<file path="src/rtl/video_addr_sequencer.sv">
// video_addr_sequencer
// Raster address sequencer for the 3x3 line-buffer filter path. It converts
// HSync/VSync/VDE into per-pixel column/line addresses that are aligned to the
// pixel currently on the bus. It also reports line-buffer fill status and a
// border-blank flag, and it measures the geometry of each frame.
//
// Ports:
//   Clock          pixel clock, rising edge
//   Reset          asynchronous active-low reset
//   i_HSync        horizontal sync (polarity SYNC_POL), status only
//   i_VSync        vertical sync (polarity SYNC_POL)
//   i_VDE          video data enable, active-high
//   o_H_addr       column index of the current pixel
//   o_V_addr       line index within the frame
//   o_EmptyBuffer  fewer than FILL_LINES lines stored this frame
//   o_Blank        3x3 window for this pixel is incomplete
//   o_FrameStart   one-cycle pulse after the VSync active edge
//   o_LineEnd      one-cycle pulse after each VDE falling edge
//   o_LineWidth    pixel count of the last completed line
//   o_FrameLines   line count of the last completed frame
//   o_Overflow     sticky: a counter saturated in the current frame
//   o_HSyncSeen    sticky: an HSync active edge was seen since the last VSync
module video_addr_sequencer #(
    parameter int unsigned XADRSWidth = 11,
    parameter int unsigned YADRSWidth = 10,
    parameter bit          SYNC_POL   = 1'b1,
    parameter int unsigned FILL_LINES = 2
) (
    input  logic                  Clock,
    input  logic                  Reset,
    input  logic                  i_HSync,
    input  logic                  i_VSync,
    input  logic                  i_VDE,
    output logic [XADRSWidth-1:0] o_H_addr,
    output logic [YADRSWidth-1:0] o_V_addr,
    output logic                  o_EmptyBuffer,
    output logic                  o_Blank,
    output logic                  o_FrameStart,
    output logic                  o_LineEnd,
    output logic [XADRSWidth:0]   o_LineWidth,
    output logic [YADRSWidth:0]   o_FrameLines,
    output logic                  o_Overflow,
    output logic                  o_HSyncSeen
);

    // Saturation limits: all-ones in the address width, one spare bit above.
    localparam logic [XADRSWidth:0] HMax  = {1'b0, {XADRSWidth{1'b1}}};
    localparam logic [YADRSWidth:0] VMax  = {1'b0, {YADRSWidth{1'b1}}};
    localparam logic [XADRSWidth:0] HFill = FILL_LINES[XADRSWidth:0];
    localparam logic [YADRSWidth:0] VFill = FILL_LINES[YADRSWidth:0];

    logic                r_vde_d, r_vs_d, r_hs_d;
    logic [XADRSWidth:0] r_h_cnt, w_h_cnt;
    logic [YADRSWidth:0] r_v_cnt, w_v_cnt;
    logic [XADRSWidth:0] r_line_width, w_line_width;
    logic [YADRSWidth:0] r_frame_lines, w_frame_lines;
    logic                r_overflow, w_overflow;
    logic                r_hsync_seen, w_hsync_seen;
    logic                r_frame_start, w_frame_start_q;
    logic                r_line_end, w_line_end_q;

    logic w_vs, w_hs;
    logic w_frame_start, w_line_end, w_hs_edge;

    // Normalise both syncs to active-high.
    assign w_vs = i_VSync ~^ SYNC_POL;
    assign w_hs = i_HSync ~^ SYNC_POL;

    assign w_frame_start = w_vs & ~r_vs_d;
    assign w_line_end    = ~i_VDE & r_vde_d;
    assign w_hs_edge     = w_hs & ~r_hs_d;

    always_comb begin
        w_h_cnt         = r_h_cnt;
        w_v_cnt         = r_v_cnt;
        w_line_width    = r_line_width;
        w_frame_lines   = r_frame_lines;
        w_overflow      = r_overflow;
        w_hsync_seen    = r_hsync_seen;
        w_frame_start_q = 1'b0;
        w_line_end_q    = 1'b0;

        if (w_frame_start) begin
            // Frame start wins: any pixel or line end on this edge is dropped.
            w_frame_lines   = r_v_cnt;
            w_v_cnt         = '0;
            w_h_cnt         = '0;
            w_overflow      = 1'b0;
            w_hsync_seen    = 1'b0;
            w_frame_start_q = 1'b1;
        end else begin
            if (i_VDE) begin
                if (r_h_cnt == HMax) begin
                    w_overflow = 1'b1;
                end else begin
                    w_h_cnt = r_h_cnt + 1'b1;
                end
            end else begin
                w_h_cnt = '0;
            end

            if (w_line_end) begin
                w_line_width = r_h_cnt;
                w_line_end_q = 1'b1;
                if (r_v_cnt == VMax) begin
                    w_overflow = 1'b1;
                end else begin
                    w_v_cnt = r_v_cnt + 1'b1;
                end
            end

            if (w_hs_edge) begin
                w_hsync_seen = 1'b1;
            end
        end
    end

    always_ff @(posedge Clock or negedge Reset) begin
        if (!Reset) begin
            r_vde_d       <= 1'b0;
            r_vs_d        <= 1'b0;
            r_hs_d        <= 1'b0;
            r_h_cnt       <= '0;
            r_v_cnt       <= '0;
            r_line_width  <= '0;
            r_frame_lines <= '0;
            r_overflow    <= 1'b0;
            r_hsync_seen  <= 1'b0;
            r_frame_start <= 1'b0;
            r_line_end    <= 1'b0;
        end else begin
            r_vde_d       <= i_VDE;
            r_vs_d        <= w_vs;
            r_hs_d        <= w_hs;
            r_h_cnt       <= w_h_cnt;
            r_v_cnt       <= w_v_cnt;
            r_line_width  <= w_line_width;
            r_frame_lines <= w_frame_lines;
            r_overflow    <= w_overflow;
            r_hsync_seen  <= w_hsync_seen;
            r_frame_start <= w_frame_start_q;
            r_line_end    <= w_line_end_q;
        end
    end

    assign o_H_addr      = r_h_cnt[XADRSWidth-1:0];
    assign o_V_addr      = r_v_cnt[YADRSWidth-1:0];
    assign o_EmptyBuffer = (r_v_cnt < VFill);
    assign o_Blank       = (r_v_cnt < VFill) | (r_h_cnt < HFill);
    assign o_FrameStart  = r_frame_start;
    assign o_LineEnd     = r_line_end;
    assign o_LineWidth   = r_line_width;
    assign o_FrameLines  = r_frame_lines;
    assign o_Overflow    = r_overflow;
    assign o_HSyncSeen   = r_hsync_seen;

endmodule

</file>
<file path="config.mk">
export PLATFORM = sky130hd
export DESIGN_NAME = video_addr_sequencer
export DESIGN_NICKNAME = d
export VERILOG_FILES = /design/src/rtl/video_addr_sequencer.sv
export SDC_FILE = /design/constraint.sdc
export NUM_CORES = 1
export LEC_CHECK = 0
export ABC_AREA = 1
export CAP_MARGIN = 15
export CORE_MARGIN = 2
export CORE_UTILIZATION = 53
export CTS_BUF_LIST = sky130_fd_sc_hd__clkbuf_4 sky130_fd_sc_hd__clkbuf_8
export CTS_CLUSTER_SIZE = 14
export DETAILED_ROUTE_END_ITERATION = 6
export GPL_TIMING_DRIVEN = 0
export MAX_ROUTING_LAYER = met4
export PLACE_DENSITY_LB_ADDON = 0.1
export SLEW_MARGIN = 0
export SYNTH_ARGS = -nofsm -noshare
export SYNTH_HDL_FRONTEND = slang
export SYNTH_SLANG_ARGS = --single-unit
</file>
<file path="constraint.sdc">
create_clock -name Clock -period 2.12 [get_ports Clock]
set_clock_uncertainty 0.1 [all_clocks]
set_input_delay 0.212 -clock Clock [delete_from_list [all_inputs] [get_ports Clock]]
set_output_delay 0.212 -clock Clock [all_outputs]
set_load 0.05 [all_outputs]
</file>
Word level (Yosys, flattened, before mapping)
Index checks and enable logic that the tools add are counted.
- flip-flop bits (word level): 53
- logic and storage cells: 47
- output and inout port bits: 50
- input port bits: 5
- muxes and demuxes: 16
- reduce and logical (&&, ||, !) cells: 4
- $lt $le $gt $ge: 2
- bitwise gates (word level): 8
- equal/unequal tests: 4
- add/subtract/negate cells: 2
- operators by type and width (cell ; number):
    $mux W12 ; 3
    $mux W11 ; 3
    $add A12 B1 Y12 const B ; 1
    $eq A12 B11 Y1 const B ; 1
    $lt A12 B2 Y1 const B ; 1
    $add A11 B1 Y11 const B ; 1
    $eq A11 B10 Y1 const B ; 1
    $lt A11 B2 Y1 const B ; 1
    $mux W1 ; 10
    $not A1 Y1 ; 4
    $reduce_and A2 Y1 ; 2
    $reduce_bool A2 Y1 ; 2
    $and A1 B1 Y1 ; 3
    $ne A3 B3 Y1 const B ; 1
    $ne A2 B2 Y1 const B ; 1
    $or A1 B1 Y1 ; 1

Depth between registers and ports, before layout
Gate-level depths: netlist of run 1.
- depth after elaboration: 6
- gate-level depth with buffers: 9
- mapped depth without buffers: 9

Worst setup path before layout of run 1
No wires, ideal clock.
- path kind: reg-to-output
- start point: register r_v_cnt[6]
- end point: output o_Blank
- path buffers: 1
- data arrival time: 1.933 ns
- data required time: 1.808 ns
- cell stages (with the launch flop): 5
- setup slack: -0.125 ns
- cells stage by stage: dfrtp_1 buf_4 nor4_1 nand2_1 o21ai_0
- longest elaborated chain between the ends: 2
- ends and longest elaborated chain (item ; line ; text):
    start: declaration ; 54 ; logic [YADRSWidth:0] r_v_cnt, w_v_cnt;
    start signal: assignment ; 136 ; r_v_cnt <= w_v_cnt;
    $lt A11 B2 Y1 ; 149 ; assign o_Blank = (r_v_cnt < VFill) | (r_h_cnt < HFill);
    $or A1 B1 Y1 ; 149 ;
    end: declaration ; 37 ; output logic o_Blank,
Every way passes these cells.

Worst setup path in the final report of run 1
- start point: register r_h_cnt[8]
- end point: output o_H_addr[8]
- RTL lines (item ; line ; text):
    start: declaration ; 53 ; logic [XADRSWidth:0] r_h_cnt, w_h_cnt;
    start signal: assignment ; 135 ; r_h_cnt <= w_h_cnt;
    end: declaration ; 34 ; output logic [XADRSWidth-1:0] o_H_addr,
No word-level cell between the ends.

==> impl_metrics.json, run 1 <==
{
  "routed_wire_length_per_instance_um": 12.9,
  "worstPathArrival_ps": 1740,
  "ys_seq_elements": 53,
  "path_cells": "buf_4, clkdlybuf4s50_1",
  "clock_latency_ps": 310,
  "relSlewSlack_pct": 66.6,
  "num-nets-final": 394,
  "via_count": 2246,
  "ys_top_cells_by_area": "dfrtp_1, nand2_1, buf_4, o21ai_0, inv_1",
  "stdcell_area_sq_um": 3440,
  "synthMuxAreaShare_pct": 0,
  "min_period_ps": 2060,
  "synthSimpleGateAreaFrac_pct": 28.5,
  "syn2layout_area_growth_pct": 28.8,
  "cts_made_buffers": 5,
  "crit_slowest_cell": "clkdlybuf4s50_1",
  "first_global_vias": 2223,
  "synth_top_cell_area_share_pct": 49.6,
  "synth_area_leader_cell": "dfrtp_1",
  "synth_compound_area_share_pct": 8.00,
  "power_leakage_nw": 1.60,
  "fin_crit_sh_pct": 97.0,
  "intPower_mw": 1.54,
  "path_class": "reg -> out",
  "ant_nets": 0,
  "routed_wl_um": 5850,
  "worst_setup_path_start_kind": "flip-flop",
  "regToRegSetupSlack_ps": 340,
  "cts-root-buf": "clkbuf_8",
  "syn_area_per_cell_sq_um": 8.26,
  "hpwl_um": 4350,
  "synth_xor_area_share_pct": 0.655,
  "r2r_end": "r_h_cnt[3]",
  "rows": 25,
  "peakVddDrop_mv": 0.354,
  "fmax_mhz": 486,
  "cts_tree": "built",
  "synth_top_family_by_area": "simple AND/OR/NAND/NOR gates",
  "setup_viol": 0,
  "gr-total-overflow": 0,
  "drt_iter0_markers": 118,
  "power_frac_comb_pct": 18.8,
  "critical-path-max-stage-delay_ps": 780,
  "grt_max_degree": 40,
  "htreeDepth": 2,
  "power_density_nw_per_um2": 642,
  "hold_violations": 0,
  "clock-sinks": 53,
  "worst_slew_pin_slew_ps": 499,
  "ys_types": 30,
  "synthesis.nets": 331,
  "path_max_fanout": 7,
  "yosys_warnings": 0,
  "placeableCoreArea_sq_um": 4790,
  "clkPwrFrac_pct": 32.3,
  "worstPathRequired_ps": 1810,
  "grt_pass1_wl_um": 9780,
  "p_sw_share_pct": 30.1,
  "drt_pass1_iterations": 4,
  "p_seq_share_pct": 48.9,
  "post_drt_via_cell_ratio": 4.94,
  "grtUsageTotal_pct": 23.4,
  "clk_path_buf_depth": 2,
  "end_kind": "output port",
  "dp.cells": 446,
  "dieWidth_um": 75.0,
  "antenna_found_initial": 0,
  "r2r-start": "r_h_cnt[1]",
  "p_sw_uw": 666,
  "drive_above_1_share_pct": 14.7,
  "rsz0062_at_grt": "no",
  "hold_path_class": "in -> async",
  "clk_pin_slew_ps": 100,
  "finalNonFillerCells": 455,
  "syn-cell-area_sq_um": 2680,
  "synth-edff-count": 0,
  "start_util_pct": 55.9,
  "remaining_drc_errors": 0,
  "ff2ff_path_depth": 5,
  "die_area_sq_um": 5630,
  "yosysSeqAreaShare_pct": 49.6,
  "maxCapViolations": 0,
  "fp.dieH_um": 75.0,
  "ys.flop_type": "dfrtp_1",
  "synth_cells": 324,
  "numPortBuffers": 54,
  "gp_congestion": 0.902,
  "synth_most_common_cell": "nand2_1",
  "maxSlewViolCount": 0,
  "async_flop_share_pct": 100,
  "synthAdderAreaFrac_pct": 0.935,
  "placed_cell_area_sq_um": 3310,
  "ios": 55,
  "outcome": "complete, no violations",
  "synth_common_cells": "nand2_1, dfrtp_1, o21ai_0",
  "diodes": 0,
  "post-cts-setup-buffers": 0
}
## cell type report
type	count	area (sq um)
fill	417	1340
sequential	53	1330
multi-input combinational	211	1020
timing repair buffer	56	561
buffer	29	213
inverter	31	118
tap	67	83.8
clock buffer	5	68.8
clock inverter	3	50.0
## what timing repair did
item,4_1_cts,5_1_grt
hold buffers,1,0
resized for setup,6,7
hold endpoints to repair,14,0
setup endpoints to repair,2,3
## layout by cell type (no fill, tap or decap), types with 3 or more instances in the layout
cell,netlist,routed
a21oi_1,6,6
buf_2,5,7
buf_4,22,22
clkbuf_8,0,5
clkdlybuf4s50_1,0,50
dfrtp_1,53,53
inv_1,29,29
nand2_1,92,92
nand3_1,20,20
nand4_1,8,8
nor2_1,23,23
nor2_2,3,3
nor3_1,5,5
nor4_1,4,3
o21ai_0,30,29
o21ai_1,2,3
## worst max-delay path: cells and delay by family (launching register included)
family,cells,cell delay [ps]
buf+inv,2,940
flops,1,500
## power groups by stage
| stage | Combinational [mW] | Sequential (mW) | Clock [mW] |
|---|---|---|---|
| 6_report | 0.416 | 1.08 | 0.713 |
| 4_1_cts | 0.427 | 1.08 | 0.735 |
| 2_1_floorplan | 0.201 | 1.17 | 0 |
| 5_1_grt | 0.449 | 1.09 | 0.765 |
| 3_3_place_gp | 0.420 | 1.10 | 0 |
| 3_5_place_dp | 0.426 | 1.10 | 0 |
## through the flow
| stage | power, mW | setup TNS, ps | setup WS (ps) | hold slack (ps) | util [%] |
|---|---|---|---|---|---|
| final | 2.21 | 0 | 64.0 | 225 | 72.0 |
| after global routing | 2.30 | 0 | 2.84 | 248 | 72.0 |
| after CTS | 2.24 | 0 | 8.89 | 230 | 72.0 |
| after detailed placement | 1.53 | -83.3 | -60.1 | 35.0 | 69.3 |
| after global placement | 1.52 | -45430 | -859 | 357 | 68.9 |
| after floorplan | 1.37 | 0 | 252 | -184 | - |
## routing by layer
metal / GRT usage [%] / routed length [um]
met2: 38.7 / 2970
met1: 27.7 / 2510
met3: 5.09 / 237
met4: 9.52 / 138
met5: - / 0
## cell families (layout without fill, tap and decap cells)
family,Yosys count,after routing
DFF,53,53
xor gates and xnor gates,2,2
AOI/OAI and AO/OA,41,41
buffers and inverters,60,124
adders and majority gates,2,2
and+or+nand+nor,166,166
## worst max path at each step
stage                     startpoint               to  slack (ps)  cells past startpoint
final                     r_h_cnt[8]      o_H_addr[8]          60                      2
after detailed placement  r_v_cnt[7]          o_Blank         -60                      4
after CTS                 r_v_cnt[7]          o_Blank           9                      4
after global placement         Reset  o_FrameLines[0]        -860                      1
after floorplan           r_v_cnt[6]          o_Blank         250                      4
after global routing      r_h_cnt[3]      o_H_addr[3]           3                      2
## sequential cells by signal (all words and copies together), names as in the netlist
signal,flops
o_LineWidth,12
r_h_cnt,12
o_FrameLines,11
r_v_cnt,11
o_FrameStart,1
o_HSyncSeen,1
o_LineEnd,1
o_Overflow,1
r_hs_d,1
r_vde_d,1
r_vs_d,1
No activity file was read; power rests on OpenSTA's default activity.
==> inputs of run 2 (changes only) <==
CORE_UTILIZATION = 55   (was 53)
clock period = 2.4 ns   (was 2.12 ns; I/O delays follow)
==> impl_metrics.json, run 2 (same netlist as run 1, synthesis figures left out) <==
{
  "fin_crit_sh_pct": 92.7,
  "clock-sinks": 53,
  "clk_path_buf_depth": 2,
  "maxSlewViolCount": 0,
  "maxCapViolations": 0,
  "via_count": 2364,
  "outcome": "complete, no violations",
  "numPortBuffers": 54,
  "gr-total-overflow": 0,
  "placeableCoreArea_sq_um": 4690,
  "dp_slack_ps": 168,
  "fmax_mhz": 450,
  "ant_nets": 0,
  "min_period_ps": 2220,
  "rows": 25,
  "num-nets-final": 394,
  "critical-path-max-stage-delay_ps": 530,
  "end_kind": "output port",
  "ios": 55,
  "relSlewSlack_pct": 65.5,
  "path_max_fanout": 8,
  "post_drt_via_cell_ratio": 5.35,
  "path_cells": "buf_4, nor4_1, nand2_1, nor2_1, dlygate4sd2_1",
  "worstPathArrival_ps": 1880,
  "crit_slowest_cell": "dlygate4sd2_1",
  "routed_wire_length_per_instance_um": 13.8,
  "clock_latency_ps": 310,
  "power_density_nw_per_um2": 543,
  "dieWidth_um": 73.7,
  "setup_viol": 0,
  "antenna_found_initial": 0,
  "grtUsageTotal_pct": 24.4,
  "die_area_sq_um": 5440,
  "htreeDepth": 2,
  "hold_slack_ps": 232,
  "cts_made_buffers": 5,
  "path_class": "reg -> out",
  "drt_pass1_iterations": 5,
  "grt_max_degree": 42,
  "peakVddDrop_mv": 0.402,
  "first_global_vias": 2197,
  "worstPathRequired_ps": 2060,
  "hold_path_class": "in -> async",
  "gp_congestion": 0.906,
  "start_util_pct": 57.0,
  "cts_tree": "built",
  "syn2layout_area_growth_pct": 26.8,
  "clk_pin_slew_ps": 100,
  "cts-root-buf": "clkbuf_8",
  "worst_slew_pin_slew_ps": 515,
  "fp.dieH_um": 73.7,
  "crit_start": "r_v_cnt[6]",
  "r2r-start": "r_h_cnt[1]",
  "layout_common_cells": "nand2_1, dfrtp_1, clkdlybuf4s50_1",
  "hpwl_um": 4520,
  "routed_wl_um": 6110,
  "setup_ws_ps": 175,
  "final_common_cell": "nand2_1",
  "remaining_drc_errors": 0,
  "drt_iter0_markers": 112,
  "power_leakage_nw": 1.57,
  "hold_violations": 0,
  "grt_pass1_wl_um": 9800,
  "drive_above_1_share_pct": 14.2,
  "rsz0062_at_grt": "no",
  "diodes": 0,
  "worst_setup_path_start_kind": "flip-flop"
}
[run 2: cell types whose count changed in the layout (fill, tap and decap cells not counted), sizes merged]
| cell | delta |
|---|---|
| clkdlybuf4s50 | +1 |
| dlymetal6s2s | -1 |
| dlygate4sd2 | +1 |
| clkinvlp | +1 |
| buf | -1 |
| bufinv | -1 |
[run 2: path summary, 6_finish.rpt]
kind,slack (ps),endpoint,cells after the start
setup reg to reg,590,r_h_cnt[1],6
hold reg to reg,390,o_FrameLines[10],2
hold / removal,230,o_LineWidth[7],2
min in group Clock,290,r_hs_d,1
setup / recovery,180,o_EmptyBuffer,5
max in group asynchronous,1460,r_h_cnt[8],3
[run 2: layout make-up]
class / count / area, sq um
Buffer: 29 / 213
Clock buffer: 5 / 68.8
Clock inverter: 3 / 21.3
Fill cell: 391 / 1300
Inverter: 31 / 118
Multi-Input combinational cell: 211 / 1020
Sequential cell: 53 / 1330
Tap cell: 54 / 67.6
Timing Repair Buffer: 56 / 559
[run 2: per-stage QoR]
stage / power (mW) / TNS [ps] / cells / utilization (%) / area, sq um
2_1_floorplan: 1.21 / 0 / 324 / - / 2680
3_3_place_gp: 1.34 / -30490 / 432 / 70.0 / 3280
3_5_place_dp: 1.35 / 0 / 433 / 70.3 / 3300
4_1_cts: 1.86 / 0 / 442 / 72.4 / 3400
5_1_grt: 1.92 / 0 / 442 / 72.3 / 3390
6_report: 1.84 / 0 / 442 / 72.3 / 3390
[run 2: what timing repair did]
action | 4_1_cts | 5_1_grt
hold buffers | 1 | 0
endpoints found under the hold margin | 12 | 0
buffers inserted | 0 | 0
gates resized for setup | 2 | 3
endpoints found under the setup margin | 2 | 1
[run 2: layer usage]
layer / up-vias / GRT usage (%) / part of all wire (%)
li1: 1152 / - / -
met1: 1130 / 27.0 / 41
met2: 70 / 42.9 / 52
met3: 12 / 3.70 / 4.6
met4: 0 / 11.3 / 2.4
met5: - / - / 0
[run 2: report_power, final]
part / switching (mW) / internal (mW)
clock: 0.307 / 0.208
combinational: 0.250 / 0.120
sequential: 0.0304 / 0.926
[run 2: critical path: cells and delay by family (launching register included)]
family | cells | cell delay, ps
buffers and inverters | 2 | 700
and+or+nand+nor | 3 | 470
DFF | 1 | 400
==> edit 1, RTL diff (settings of run 1) <==
Set the parameter `XADRSWidth` to 22 (it was 11).
--- a/src/rtl/video_addr_sequencer.sv
+++ b/src/rtl/video_addr_sequencer.sv
@@ -23,3 +23,3 @@
 module video_addr_sequencer #(
-    parameter int unsigned XADRSWidth = 11,
+    parameter int unsigned XADRSWidth = 22,
     parameter int unsigned YADRSWidth = 10,
Ports: changed (resized o_H_addr and o_LineWidth); port bits go from 55 to 77. The function was not compared with the original's and may differ.
==> edit 1 against run 1 <==
  * Clock power grew 43%
  * Routed wire length grew 81%
  * Worst setup slack lost 14 ps
  * Power grew 35%
  * Sequential cell count grew 22
  * Core utilization shrank 1.7 points
  * Critical path depth is the same
  * Synthesized area grew 49%
  * Cell area grew 48%
==> edit 1: results <==
run_status:
  status: "complete, no violations"
power_and_ir_drop:
  p_sw_frac: 0.310
  cellLeakagePower_nw: 2.44
  irDropWorstVdd_v: 0.000294
detailed_routing:
  wl_met3_um: 774
  initialDrtViolationCount: 294
  routedLengthMet1_um: 4790
  vias: 3687
  routedWlPerCell_um: 15.0
  wl_met2_um: 4880
  wl_um: 10600
  dr.pass1.iters: 5
  top_layer: "met4"
finish:
  drive_gt1_frac: 0.145
  diodes: 0
  final_nets: 609
global_route:
  use_met3: 0.0384
  use_met2: 0.407
  gr-usage-all-layers: 0.282
  grt_first_pass_wirelength_um: 17700
  grt_pass1_vias: 3546
  antenna_found_initial: 0
  grt_max_degree: 41
  use_met1: 0.407
setup_path:
  arrival_ps: 1760
  worst_path_max_delay_cell: "clkdlybuf4s50_1"
  path_delay_family: "buffers and inverters"
  rr_worst_depth: 9
  critPathMaxFanout: 5
  rrSetupSlack_ps: 180
  critical-path-max-stage-delay_ps: 780
clock_network:
  clk_latency_ps: 360
  h-tree-depth: 3
  clk_pin_slew_ps: 90
  postCtsSetupBuffers: 0
  cts-resized-gates: 13
  cts_buffer_depth: 2
  cts_buffers: 9
synthesis:
  synth.area.mux_share: 0
  synthXorXnorAreaFrac: 0.0110
  syn_nets: 520
  ys_seq_area_frac: 0.471
  synth.distinct_cells: 34
  synthTopCellsByCount: "nand2_1 (148), dfrtp_1 (75), inv_1 (52)"
  synth-compound-area-share: 0.0857
  synth_fa_ha_area_frac: 0.00628
  synthTopCellsByArea: "dfrtp_1 (47%), nand2_1 (14%), o21ai_0 (6.0%)"
  synth.avg_cell_area_um2: 7.77
timing:
  holdWs_ps: 225
  worst_pin_slew_ps: 563
  fmax_mhz: 483
  maxSlewViolCount: 0
placed_design:
  hpwl_um: 7950
  dp_slack_ps: -153
  place.gp.congestion: 0.925
  portBuffers: 76
  placed_cell_area_mm2: 0.00489
  dp.cells: 689
worst_hold_path:
  min_path_type: "input pin to flop"
-- edit 1: cell count changes in the layout (fill, tap and decap cells not counted), moves of 6 or more --
| cell | before | now |
|---|---|---|
| nand3_1 | 20 | 35 |
| inv_1 | 29 | 52 |
| nor2_1 | 23 | 44 |
| nor2_2 | 3 | 9 |
| o21ai_0 | 29 | 47 |
| nand2_1 | 92 | 148 |
| buf_4 | 22 | 33 |
| clkdlybuf4s50_1 | 50 | 63 |
| dfrtp_1 | 53 | 73 |
-- edit 1: worst paths after layout --
path	from	end
setup / recovery	r_v_cnt[4]$_DFFE_PN0P_	o_V_addr[4]
hold / removal	i_HSync	r_hs_d$_DFF_PN0_
setup reg to reg	r_h_cnt[0]$_DFFE_PN0P_	r_h_cnt[5]$_DFFE_PN0P_
hold reg to reg	o_LineWidth[18]$_DFFE_PN0P_	o_LineWidth[18]$_DFFE_PN0P_
max in group asynchronous	Reset	r_h_cnt[1]$_DFFE_PN0P_
min in group asynchronous	Reset	o_LineWidth[14]$_DFFE_PN0P_
-- edit 1: power by group through the flow --
stage | Sequential [mW] | Clock, mW | Combinational (mW)
2_1_floorplan | 1.61 | 0 | 0.217
3_3_place_gp | 1.54 | 0 | 0.457
3_5_place_dp | 1.54 | 0 | 0.467
4_1_cts | 1.51 | 1.03 | 0.464
5_1_grt | 1.52 | 1.08 | 0.496
6_report | 1.52 | 1.02 | 0.459
-- edit 1: cell type report --
| class | count | area (µm²) |
|---|---|---|
| sequential | 75 | 1880 |
| clock buffer | 10 | 138 |
| buffer | 44 | 307 |
| clock inverter | 6 | 38.8 |
| tap | 99 | 124 |
| inverter | 55 | 208 |
| multi-input combinational | 339 | 1610 |
| timing repair buffer | 78 | 795 |
| fill | 604 | 2150 |
==> edit 2, RTL diff (config.mk and constraints of run 1) <==
Without the edit above. Make the reset (`Reset`) synchronous in one clocked block. Comments in the files are not updated.
--- a/src/rtl/video_addr_sequencer.sv
+++ b/src/rtl/video_addr_sequencer.sv
@@ -117,3 +117,3 @@
 
-    always_ff @(posedge Clock or negedge Reset) begin
+    always_ff @(posedge Clock) begin
         if (!Reset) begin
Function: differs if Reset is asserted again (counterexample within 4 cycles, from zero or initial values and one cycle with Reset low); with Reset held inactive, the same outputs for 10 cycles.
==> edit 2 against run 1 <==
  * Cell area decreased by 7.7%
  * Critical path type unchanged
  * Sequential cell count unchanged
  * Routed wire length decreased by 5.1%
  * Non-clock buffer count decreased by 3
  * Synthesized area decreased by 7.1%
  * Largest cell class unchanged
  * Hold slack improved by 140 ps
  * Register-to-register slack improved by 70 ps
  * Highest routed layer unchanged
  * Critical endpoint is now o_H_addr[6]
  * Worst setup slack improved by 30 ps
Power is not compared: it rests on default switching activity, and its combinational part moved more than twofold at a synthesized area within 25%.
==> edit 2: results <==
detailed_routing:
  wl_met2_um: 2400
  vias: 2277
  vias_per_cell: 5.16
  initialDrtViolationCount: 160
  routedLengthMet1_um: 2790
  wl_met3_um: 297
  wl_um: 5550
synthesis:
  syn_area_mm2: 0.00248
  ys_seq_area_frac: 0.427
  synthTopCellsByCount: "nand2_1 (63), dfxtp_1 (53), inv_1 (40)"
  synth.avg_cell_area_um2: 7.58
  yosysWarnings: 0
  synth-compound-area-share: 0.131
  synthTopCellsByArea: "dfxtp_1 (43%), nand2_1 (9.5%), o21ai_0 (6.4%)"
  ys.flop_type: "dfxtp_1"
  async_flop_share: 0
  synthXorXnorAreaFrac: 0.0141
clock_network:
  cts_buffer_depth: 2
  postCtsSetupBuffers: 0
finish:
  sh_seq_area: 0.334
  buffers: 82
  drive_gt1_frac: 0.157
  bufAreaShareNonClock: 0.238
  clock_buffers: 7
  final-clk-cell-share: 0.0283
  multi_input_area_share: 0.328
  n_all_inverters: 43
  n_fill_cell: 381
  comb.multi_input.count: 204
global_route:
  grt_max_degree: 15
  use_met3: 0.0542
  antenna_found_initial: 0
  use_met2: 0.336
  use_met1: 0.305
  grt_pass1_vias: 1974
  gr-usage-all-layers: 0.223
run_status:
  status: "complete, no violations"
setup_path:
  arrival_ps: 1710
  rr_worst_depth: 10
  critPathMaxFanout: 6
  rrSetupSlack_ps: 410
  r2r-end: "r_h_cnt[10]$_SDFFE_PP0P_"
  r2r_start: "r_h_cnt[1]$_SDFFE_PP0P_"
worst_hold_path:
  min_path_type: "flop to flop"
placed_design:
  dp_slack_ps: 27.1
  place.gp.congestion: 0.891
  hpwl_um: 4040
  dp.cells: 434
  placed_cell_area_mm2: 0.00309
timing:
  holdWs_ps: 364
  worst_pin_slew_ps: 518
edit 2: cell types whose count changed after synthesis, moves of 3 or more:
cell,before,now
a21oi_1,6,13
a21oi_2,0,7
dfrtp_1,53,0
dfxtp_1,0,53
inv_1,29,40
nand2_1,92,63
nand2_2,2,5
nand3_1,20,11
nand4_1,8,4
nor2_1,23,31
nor3_1,5,11
edit 2: cell families (layout without fill, tap and decap cells):
group,after synthesis,count (layout)
and+or+nand+nor,140,140
AOI/OAI and AO/OA,58,58
DFF,53,53
adders and majority gates,2,2
xor gates and xnor gates,4,4
buffers and inverters,71,132
edit 2: how the worst max path moves through the flow:
| stage | startpoint | to | slack, ps |
|---|---|---|---|
| after floorplan | r_v_cnt[4]$_SDFFE_PP0P_ | o_Blank | 10 |
| after global placement | r_v_cnt[4]$_SDFFE_PP0P_ | o_Blank | 30 |
| after detailed placement | r_v_cnt[4]$_SDFFE_PP0P_ | o_Blank | 30 |
| after CTS | r_v_cnt[4]$_SDFFE_PP0P_ | o_V_addr[4] | 6 |
| after global routing | r_v_cnt[4]$_SDFFE_PP0P_ | o_Blank | 20 |
| final | r_h_cnt[6]$_SDFFE_PP0P_ | o_H_addr[6] | 90 |
edit 2: worst max-delay path, stage by stage (launching register included):
cell             delay (ps)
dfxtp_1                 470
buf_4                   150
clkdlybuf4s50_1         780
edit 2: repair_timing:
action | CTS | global route
pin swaps | 0 | 0
gates resized for setup | 5 | 3
setup endpoints to repair | 2 | 2
edit 2: power by group through the flow:
stage | registers, mW | clock network, mW | logic (mW)
after global placement | 1.05 | 0 | 0.168
after floorplan | 1.09 | 0 | 0.0707
after global routing | 1.03 | 0.633 | 0.181
after CTS | 1.02 | 0.598 | 0.171
after detailed placement | 1.05 | 0 | 0.170
final | 1.02 | 0.590 | 0.170
